--- config.mk ---
export PLATFORM = sky130hd
export DESIGN_NAME = ps2_key_decoder
export DESIGN_NICKNAME = d
export VERILOG_FILES = /design/src/rtl/ps2_pkg.sv /design/src/rtl/ps2_scan2ascii.sv /design/src/rtl/ps2_key_decoder.sv
export SDC_FILE = /design/constraint.sdc
export NUM_CORES = 1
export LEC_CHECK = 0
export CORE_AREA = 2 2 78 80
export CTS_CLUSTER_DIAMETER = 120
export DETAILED_ROUTE_END_ITERATION = 7
export DIE_AREA = 0 0 80 82
export SYNTH_ARGS = -nofsm -noshare
export SYNTH_HDL_FRONTEND = slang
export SYNTH_SLANG_ARGS = --single-unit
--- constraint.sdc ---
create_clock -name clk -period 6.36 [get_ports clk]
set_clock_uncertainty 0.2 [all_clocks]
set_input_delay 1.59 -clock clk [delete_from_list [all_inputs] [get_ports clk]]
set_output_delay 1.59 -clock clk [all_outputs]
set_load 0.005 [all_outputs]
--- src/rtl/ps2_pkg.sv ---
// ----------------------------------------------------------------------------
// ps2_pkg
// Shared definitions for the PS/2 scancode (set 2) decoder slice:
//   - decoder FSM state encoding
//   - prefix / modifier scancode constants
// Optional feature macro used by the slice: KBD_SHIFT_EN (shift tracking).
// ----------------------------------------------------------------------------
package ps2_pkg;

    typedef enum logic [1:0] {
        ST_IDLE    = 2'd0,  // waiting for a prefix or a plain make code
        ST_EXT     = 2'd1,  // E0 seen
        ST_BRK     = 2'd2,  // F0 seen
        ST_EXT_BRK = 2'd3   // E0 F0 seen
    } ps2_state_e;

    localparam logic [7:0] SC_EXT    = 8'hE0;
    localparam logic [7:0] SC_BRK    = 8'hF0;
    localparam logic [7:0] SC_LSHIFT = 8'h12;
    localparam logic [7:0] SC_RSHIFT = 8'h59;

endpackage

--- src/rtl/ps2_scan2ascii.sv ---
// ----------------------------------------------------------------------------
// ps2_scan2ascii
// Purely combinational set-2 scancode to ASCII lookup.
// Ports:
//   code_i  [7:0]  scancode (without prefixes)
//   ext_i          code was E0-prefixed (extended keys never map)
//   shift_i        shift modifier held: uppercase letters, shifted digits
//   ascii_o [7:0]  ASCII result, 0x00 when unmapped
// ----------------------------------------------------------------------------
module ps2_scan2ascii (
    input  logic [7:0] code_i,
    input  logic       ext_i,
    input  logic       shift_i,
    output logic [7:0] ascii_o
);

    logic [7:0] base;

    // Unshifted lookup
    always_comb begin
        base = 8'h00;
        if (!ext_i) begin
            case (code_i)
                8'h1C: base = "a";  8'h32: base = "b";  8'h21: base = "c";
                8'h23: base = "d";  8'h24: base = "e";  8'h2B: base = "f";
                8'h34: base = "g";  8'h33: base = "h";  8'h43: base = "i";
                8'h3B: base = "j";  8'h42: base = "k";  8'h4B: base = "l";
                8'h3A: base = "m";  8'h31: base = "n";  8'h44: base = "o";
                8'h4D: base = "p";  8'h15: base = "q";  8'h2D: base = "r";
                8'h1B: base = "s";  8'h2C: base = "t";  8'h3C: base = "u";
                8'h2A: base = "v";  8'h1D: base = "w";  8'h22: base = "x";
                8'h35: base = "y";  8'h1A: base = "z";
                8'h45: base = "0";  8'h16: base = "1";  8'h1E: base = "2";
                8'h26: base = "3";  8'h25: base = "4";  8'h2E: base = "5";
                8'h36: base = "6";  8'h3D: base = "7";  8'h3E: base = "8";
                8'h46: base = "9";
                8'h29: base = 8'h20;
                8'h5A: base = 8'h0D;
                default: base = 8'h00;
            endcase
        end
    end

    // Shift overlay on top of the base character
    always_comb begin
        ascii_o = base;
        if (shift_i) begin
            if (base >= "a" && base <= "z") begin
                ascii_o = base - 8'h20;
            end else begin
                case (base)
                    "1": ascii_o = "!";  "2": ascii_o = "@";
                    "3": ascii_o = "#";  "4": ascii_o = "$";
                    "5": ascii_o = "%";  "6": ascii_o = "^";
                    "7": ascii_o = "&";  "8": ascii_o = "*";
                    "9": ascii_o = "(";  "0": ascii_o = ")";
                    default: ascii_o = base;
                endcase
            end
        end
    end

endmodule

--- src/rtl/ps2_key_decoder.sv ---
// ----------------------------------------------------------------------------
// ps2_key_decoder
// Turns a stream of PS/2 set-2 scancode bytes into make/break key events,
// tracking the single currently-held key, suppressing typematic repeats and
// counting distinct presses.
// Ports:
//   clk, rst        clock / synchronous active-low reset
//   in_valid        one-cycle byte strobe from the PS/2 receiver
//   in_data [7:0]   scancode byte, qualified by in_valid
//   key_make        one-cycle pulse, new press decoded
//   key_break       one-cycle pulse, release of the held key decoded
//   key_code [7:0]  scancode of held/last key
//   key_ext         held/last key was E0-prefixed
//   key_ascii [7:0] ASCII of key_code (0x00 if unmapped or extended)
//   key_held        a key is currently pressed
//   press_cnt       count of distinct presses, wraps modulo 2^CNT_W
// Optional feature: define KBD_SHIFT_EN to treat 0x12/0x59 as shift
// modifiers feeding the ASCII lookup instead of ordinary keys.
// ----------------------------------------------------------------------------
import ps2_pkg::*;

module ps2_key_decoder #(
    parameter int CNT_W = 8
) (
    input  logic             clk,
    input  logic             rst,
    input  logic             in_valid,
    input  logic [7:0]       in_data,
    output logic             key_make,
    output logic             key_break,
    output logic [7:0]       key_code,
    output logic             key_ext,
    output logic [7:0]       key_ascii,
    output logic             key_held,
    output logic [CNT_W-1:0] press_cnt
);

    ps2_state_e       state_q, state_d;
    logic             make_q, make_d;
    logic             break_q, break_d;
    logic [7:0]       code_q, code_d;
    logic             ext_q, ext_d;
    logic             held_q, held_d;
    logic [CNT_W-1:0] cnt_q, cnt_d;
    logic             shift_down;

    logic make_ev, brk_ev, ev_ext, code_match;

    // Prefix FSM: classifies each accepted byte as prefix, make or break
    always_comb begin
        state_d = state_q;
        make_ev = 1'b0;
        brk_ev  = 1'b0;
        ev_ext  = 1'b0;
        if (in_valid) begin
            case (state_q)
                ST_IDLE: begin
                    if (in_data == SC_EXT)      state_d = ST_EXT;
                    else if (in_data == SC_BRK) state_d = ST_BRK;
                    else                        make_ev = 1'b1;
                end
                ST_EXT: begin
                    if (in_data == SC_BRK)      state_d = ST_EXT_BRK;
                    else if (in_data != SC_EXT) begin
                        make_ev = 1'b1;
                        ev_ext  = 1'b1;
                        state_d = ST_IDLE;
                    end
                end
                ST_BRK: begin
                    brk_ev  = 1'b1;
                    state_d = ST_IDLE;
                end
                default: begin
                    brk_ev  = 1'b1;
                    ev_ext  = 1'b1;
                    state_d = ST_IDLE;
                end
            endcase
        end
    end

    // Event matches the key we believe is held (repeat or valid release)
    assign code_match = held_q && (ev_ext == ext_q) && (in_data == code_q);

`ifdef KBD_SHIFT_EN
    logic lsh_q, lsh_d, rsh_q, rsh_d, shift_ev;
    // Left and right shift tracked separately so releasing one keeps the other
    assign shift_ev   = (make_ev || brk_ev) && !ev_ext &&
                        (in_data == SC_LSHIFT || in_data == SC_RSHIFT);
    assign shift_down = lsh_q | rsh_q;
`else
    assign shift_down = 1'b0;
`endif

    always_comb begin
        make_d  = 1'b0;
        break_d = 1'b0;
        code_d  = code_q;
        ext_d   = ext_q;
        held_d  = held_q;
        cnt_d   = cnt_q;
`ifdef KBD_SHIFT_EN
        lsh_d   = lsh_q;
        rsh_d   = rsh_q;
        if (shift_ev) begin
            if (in_data == SC_LSHIFT) lsh_d = make_ev;
            else                      rsh_d = make_ev;
        end else
`endif
        if (make_ev) begin
            if (!code_match) begin
                code_d = in_data;
                ext_d  = ev_ext;
                held_d = 1'b1;
                make_d = 1'b1;
                cnt_d  = cnt_q + CNT_W'(1);
            end
        end else if (brk_ev && code_match) begin
            held_d  = 1'b0;
            break_d = 1'b1;
        end
    end

    always_ff @(posedge clk) begin
        if (!rst) begin
            state_q <= ST_IDLE;
            make_q  <= 1'b0;
            break_q <= 1'b0;
            code_q  <= 8'h00;
            ext_q   <= 1'b0;
            held_q  <= 1'b0;
            cnt_q   <= '0;
`ifdef KBD_SHIFT_EN
            lsh_q   <= 1'b0;
            rsh_q   <= 1'b0;
`endif
        end else begin
            state_q <= state_d;
            make_q  <= make_d;
            break_q <= break_d;
            code_q  <= code_d;
            ext_q   <= ext_d;
            held_q  <= held_d;
            cnt_q   <= cnt_d;
`ifdef KBD_SHIFT_EN
            lsh_q   <= lsh_d;
            rsh_q   <= rsh_d;
`endif
        end
    end

    ps2_scan2ascii u_scan2ascii (
        .code_i  (code_q),
        .ext_i   (ext_q),
        .shift_i (shift_down),
        .ascii_o (key_ascii)
    );

    assign key_make  = make_q;
    assign key_break = break_q;
    assign key_code  = code_q;
    assign key_ext   = ext_q;
    assign key_held  = held_q;
    assign press_cnt = cnt_q;

endmodule

* Word-level counts from Yosys, hierarchy flattened
Memories as Yosys holds them, arrays and structs flattened. A register that Yosys moved wholly into a read port is not among the register bits.
Cells that the tools add are included.
** Operators by class
- Mux-type cells :: 24
- Reductions and logical operators :: 12
- Add/subtract/negate cells :: 1
- Eq/ne operators :: 10
- Bitwise logic cells :: 2
** Operators by type and width (number)
- 8-bit equality test (second input constant) :: 2
- 8-bit two-way mux :: 2
- 7-bit two-way mux :: 2
- 1-bit two-way mux :: 13
- 8-bit by 1-bit adder with 8-bit output (second input constant) :: 1
- 8-bit equality test :: 1
- 2-bit two-way mux :: 4
- 8-bit inequality test (second input constant) :: 1
- 3-bit inequality test (second input constant) :: 2
- 2-bit AND reduction :: 3
- 2-bit OR reduction :: 3
- 1-bit case mux with 2 select lines :: 2
- 2-bit case mux with 2 select lines :: 1
- 1-bit logical AND :: 3
- 3-bit AND reduction :: 1
- 2-bit by 1-bit equality test with 1-bit output (second input constant) :: 1
- 2-bit equality test (second input constant) :: 1
- 2-bit zero test :: 1
- 2-bit inequality test (second input constant) :: 1
- 1-bit NOT :: 2
- 2-bit nonzero test :: 1
- 1-bit equality test :: 1
** Storage, ports and cells
- Bits in read-only memories :: 896
- Register bits after elaboration :: 22
- Logic and storage cells :: 57
- Memories :: 1
- Bits of input ports :: 11
** Memories
- (name not given) :: depth 128, bits a word 7, read ports 1, clocked after Yosys merged registers in 1, write ports 0, line ps2_scan2ascii.sv:23 : case (code_i)

* Depth between registers and ports, before layout
- Depth in word-level cells :: 12
- Depth in mapped cells :: 14
- Gate-level depth less buffers :: 12

* Cells and area by module
Synthesis repeated with hierarchy kept, for this count alone.
** Second synthesis, totals
- Cells, all modules :: 260
- Area total of the unflattened synthesis :: 2094.5 µm²
** Modules (own cells, without submodules)
- ps2_key_decoder :: cells an instance 122, instances 1, sequential area each 440.4 µm², area an instance 1101.1 µm²
- ps2_scan2ascii :: cells an instance 138, instances 1, sequential area each 0.0 µm², area an instance 993.5 µm²

* Worst setup path before layout
No wires, ideal clock.
- Path kind :: in2reg
- From :: input port in_data[0]
- To :: register with a tool-made name
- Required time :: 6.038 ns
- Setup time :: 0.122 ns
- Path buffers :: 2
- Setup slack :: 1.334 ns
- Stages on the path :: 14
- Arrival time :: 4.704 ns
- Cells stage by stage :: buf_6 -> or4_4 -> o311a_4 -> xnor2_4 -> a31oi_1 -> buf_6 -> and3_1 -> a31oi_2 -> inv_1 -> ha_1 -> and2_4 -> and2_4 -> a211o_1 -> a221o_1
** RTL lines
- from (decl) :: line ps2_key_decoder.sv:28 : input logic [7:0] in_data,

==> summary.md <==
| Metric | Value |
|---|---|
| Crit path max fanout | 9 |
| Largest net degree at the start of global routing | 25 |
| Startpoint types | input pin |
| Hold path cells | 2 |
| Rel. slew slack | 51.6% |
| Post-synth EDFFs | 0 |
| Internal | 0.341 mW |
| Worst skew pair latency | 290 ps |
| Yosys cell types | 72 |
| Period utilization | 85.4% |
| RSZ-0062 raised after global routing | false |
| Family with the most delay on the worst path | compound AO/OA/AOI/OAI gates |
| Hold Slack | 293 ps |
| Die height | 82 um |
| Postcts setup bufs | 0 |
| Fraction of the yosys area taken by sequential cells | 25.8% |
| Global route total overflow | 0 |
| Wire length per cell | 16.2 um |
| Antenna viol nets, final | 0 |
| Crit path kind | in2reg |
| Chip width | 80 um |
| Synthesized Nets | 286 |
| All-layer global routing usage | 20.3% |
| Core Box Area | 5750 um^2 |
| Slew Viols, Final | 0 |
| PortBufs | 37 |
| Dpl ws | 698 ps |
| Power share of the clock group | 35.4% |
| Worst slew pin tran | 718 ps |
| Num CTS Buffers | 5 |
| Number of fill cells | 584 |
| Pre-antenna DRT Iters | 5 |
| Sw power | 0.149 mW |
| Static leakage | 1.12 nW |
| CP max-delay cell | or4_4 |
| CP cell instances | clkdlybuf4s50_1, or4_4, o311a_4, xnor2_4, a31oi_2, and3_1, a31oi_2, ha_1, nand2_1, or3_1, a211oi_2, o21ai_1, o311ai_1 |
| Cell mode on critical path | a31oi_2 |
| N_diodes | 0 |
| H-tree depth | 2 |
| CTS Sinks | 29 |
| Dominant synthesized flop cell | dfxtp_1 |
| DRT iter0 DRCs | 129 |
| Power Density | 176 nW/um^2 |
| GP Congestion | 0.898 |
| CP peak stage delay | 640 ps |
| CP required | 6350 ps |
| Initial antenna violation count | 0 |
| Via count | 2182 |
| CTS tree | yes |
| CTS Hold Bufs | 0 |
| Clk buf depth | 2 |
| Final instance area | 2780 um^2 |
| Area Overhead vs Synth | 23.8% |
| Switching Fraction | 30.4% |
| Vias/cell | 5.73 |
| Syn Inst Count | 269 |
| Hold Path Class | reg2reg |
| Placed inst area | 2680 um^2 |
| DR DRC count | 0 |
| Site Rows | 28 |
| Non-Filler Instances | 381 |
| First-pass GRT wire length | 10300 um |
| Clock slew seen by the registers of the worst setup and hold paths | 60 ps |
| Post-route setup slack | 931 ps |
| CTS resizes | 0 |
| Fin. Hold Viols | 0 |
| Vias in the first global route | 2132 |
| VDD IR max | 0.0689 mV |
| Layout cell share with drive strength beyond 1 | 14.7% |
| Detailed Place HPWL | 4640 um |
| Setup tns final | 0 ps |
| Reg2Reg Depth | 11 |
| Stages on worst setup path | 13 |
| Root Driver | clkbuf_8 |
| Fmax | 184 MHz |
| Synth Cell Area | 2250 um^2 |
| Die footprint | 6560 um^2 |
| Total length of routed wires | 6180 um |
| Final net count | 322 |
| Critical Path AT | 5420 ps |
| Avg Inst Size Synth | 8.36 um^2 |
| Endpoint type of the worst setup path | flop |
| Combinational group share of total power | 24.2% |
| Ys async rst share | 0% |
| Cell Count Post-Placement | 373 |
| Endpoints failing setup | 0 |
| Starting Density | 39.1% |
| WP buf/inv | 1 |
| Sequential power share | 40.4% |
| # IOs | 39 |
| # Max-Cap Violations | 0 |
| Minimum clock period | 5430 ps |
| Reg2Reg Setup Slack | 2700 ps |
| Status | complete, no violations |
| Yosys reg bits | 29 |
| Total number of yosys warnings | 0 |
## logic make-up after synthesis
| kind of cell | after synthesis | synth area share, % |
|---|---|---|
| adders and majority gates | 6 | 3.34 |
| muxes | 16 | 7.79 |
| DFF | 29 | 25.8 |
| xor gates and xnor gates | 17 | 7.79 |
| AOI/OAI and AO/OA | 74 | 25.5 |
| buffers and inverters | 27 | 5.79 |
| and+or+nand+nor | 99 | 23.8 |
| other | 1 | 0.167 |
## through the flow
step	power, mW	util [%]
4_1_cts	0.493	48.4
3_3_place_gp	0.320	46.7
2_1_floorplan	0.277	-
3_5_place_dp	0.319	46.7
6_report	0.490	48.4
5_1_grt	0.516	48.4
## layout make-up
| type | instances | area (um^2) | area share [%] |
|---|---|---|---|
| Multi-Input combinational cell | 213 | 1540 | 55.5 |
| Sequential cell | 29 | 581 | 20.9 |
| Timing Repair Buffer | 42 | 408 | 14.7 |
| Clock buffer | 7 | 96.3 | 3.46 |
| Tap cell | 75 | 93.8 | 3.37 |
| Inverter | 14 | 55.1 | 1.98 |
| Clock inverter | 1 | 5.00 | 0.180 |
## power by group through the flow
stage	Sequential, mW	Combinational (mW)	Clock (mW)
2_1_floorplan	0.199	0.0776	0
3_3_place_gp	0.202	0.118	0
3_5_place_dp	0.202	0.117	0
4_1_cts	0.198	0.118	0.177
5_1_grt	0.199	0.130	0.187
6_report	0.198	0.118	0.173
## synthesized netlist by cell type (3+ instances only)
cell type  number  area share, %
ha_1            6            3.3
a31oi_1         6            1.7
xnor2_1         3            1.2
nor4_1          3           0.83
o21ai_0        11            2.4
inv_2           3           0.50
clkbuf_1        6            1.0
nor3_1          5            1.1
a22o_1          3            1.2
nand3_1        10            2.2
nand4_1         4            1.1
inv_1          10            1.7
mux2i_1        10            4.5
o22ai_1         3           0.83
nor3b_1         3            1.0
nand2b_1        3           0.83
mux2_2          3            1.5
and2_1         11            3.1
xor2_1         12            4.7
nor2_1         20            3.3
nand2_1        22            3.7
dfxtp_1        29             26
buf_2           3           0.67
and3_1          4            1.1
a21oi_1        11            2.4
## metal layers
metal	share of wire (%)	vias up	GRT usage [%]	wire [um]
li1	-	1057	-	-
met5	0	-	0	0
met3	6.4	11	3.63	396
met2	47	89	34.3	2900
met4	2.6	0	8.81	163
met1	44	1025	25.3	2710
## final timing paths
path,start,endpoint
max,in_data[0],flop
min,press_cnt[1],press_cnt[1]
max reg2reg,key_code[2],flop
min reg2reg,press_cnt[1],press_cnt[1]
## placed cells by master, fill, tap and decap left out, types with 4 or more instances in the layout
cell type	netlist	routed
clkdlybuf4s50_1	0	37
dfxtp_1	29	29
nand2_1	22	22
nor2_1	20	20
xor2_1	12	12
and2_1	11	11
o21ai_0	11	11
a21oi_1	11	11
nand3_1	10	10
inv_1	10	10
mux2i_1	10	10
clkbuf_8	0	7
ha_1	6	6
nor3_1	5	5
a31oi_1	6	5
buf_4	2	5
and3_1	4	4
nand4_1	4	4
## worst register-to-register path, cell delays in order (launching register included)
cell	delay, ps
dfxtp_1	510
xor2_1	130
nor3_1	600
a31oi_2	320
and3_1	280
a31oi_2	310
ha_1	280
nand2_1	100
or3_1	340
a211oi_2	290
o21ai_1	120
o311ai_1	80
(Power assumes the default switching activity.)
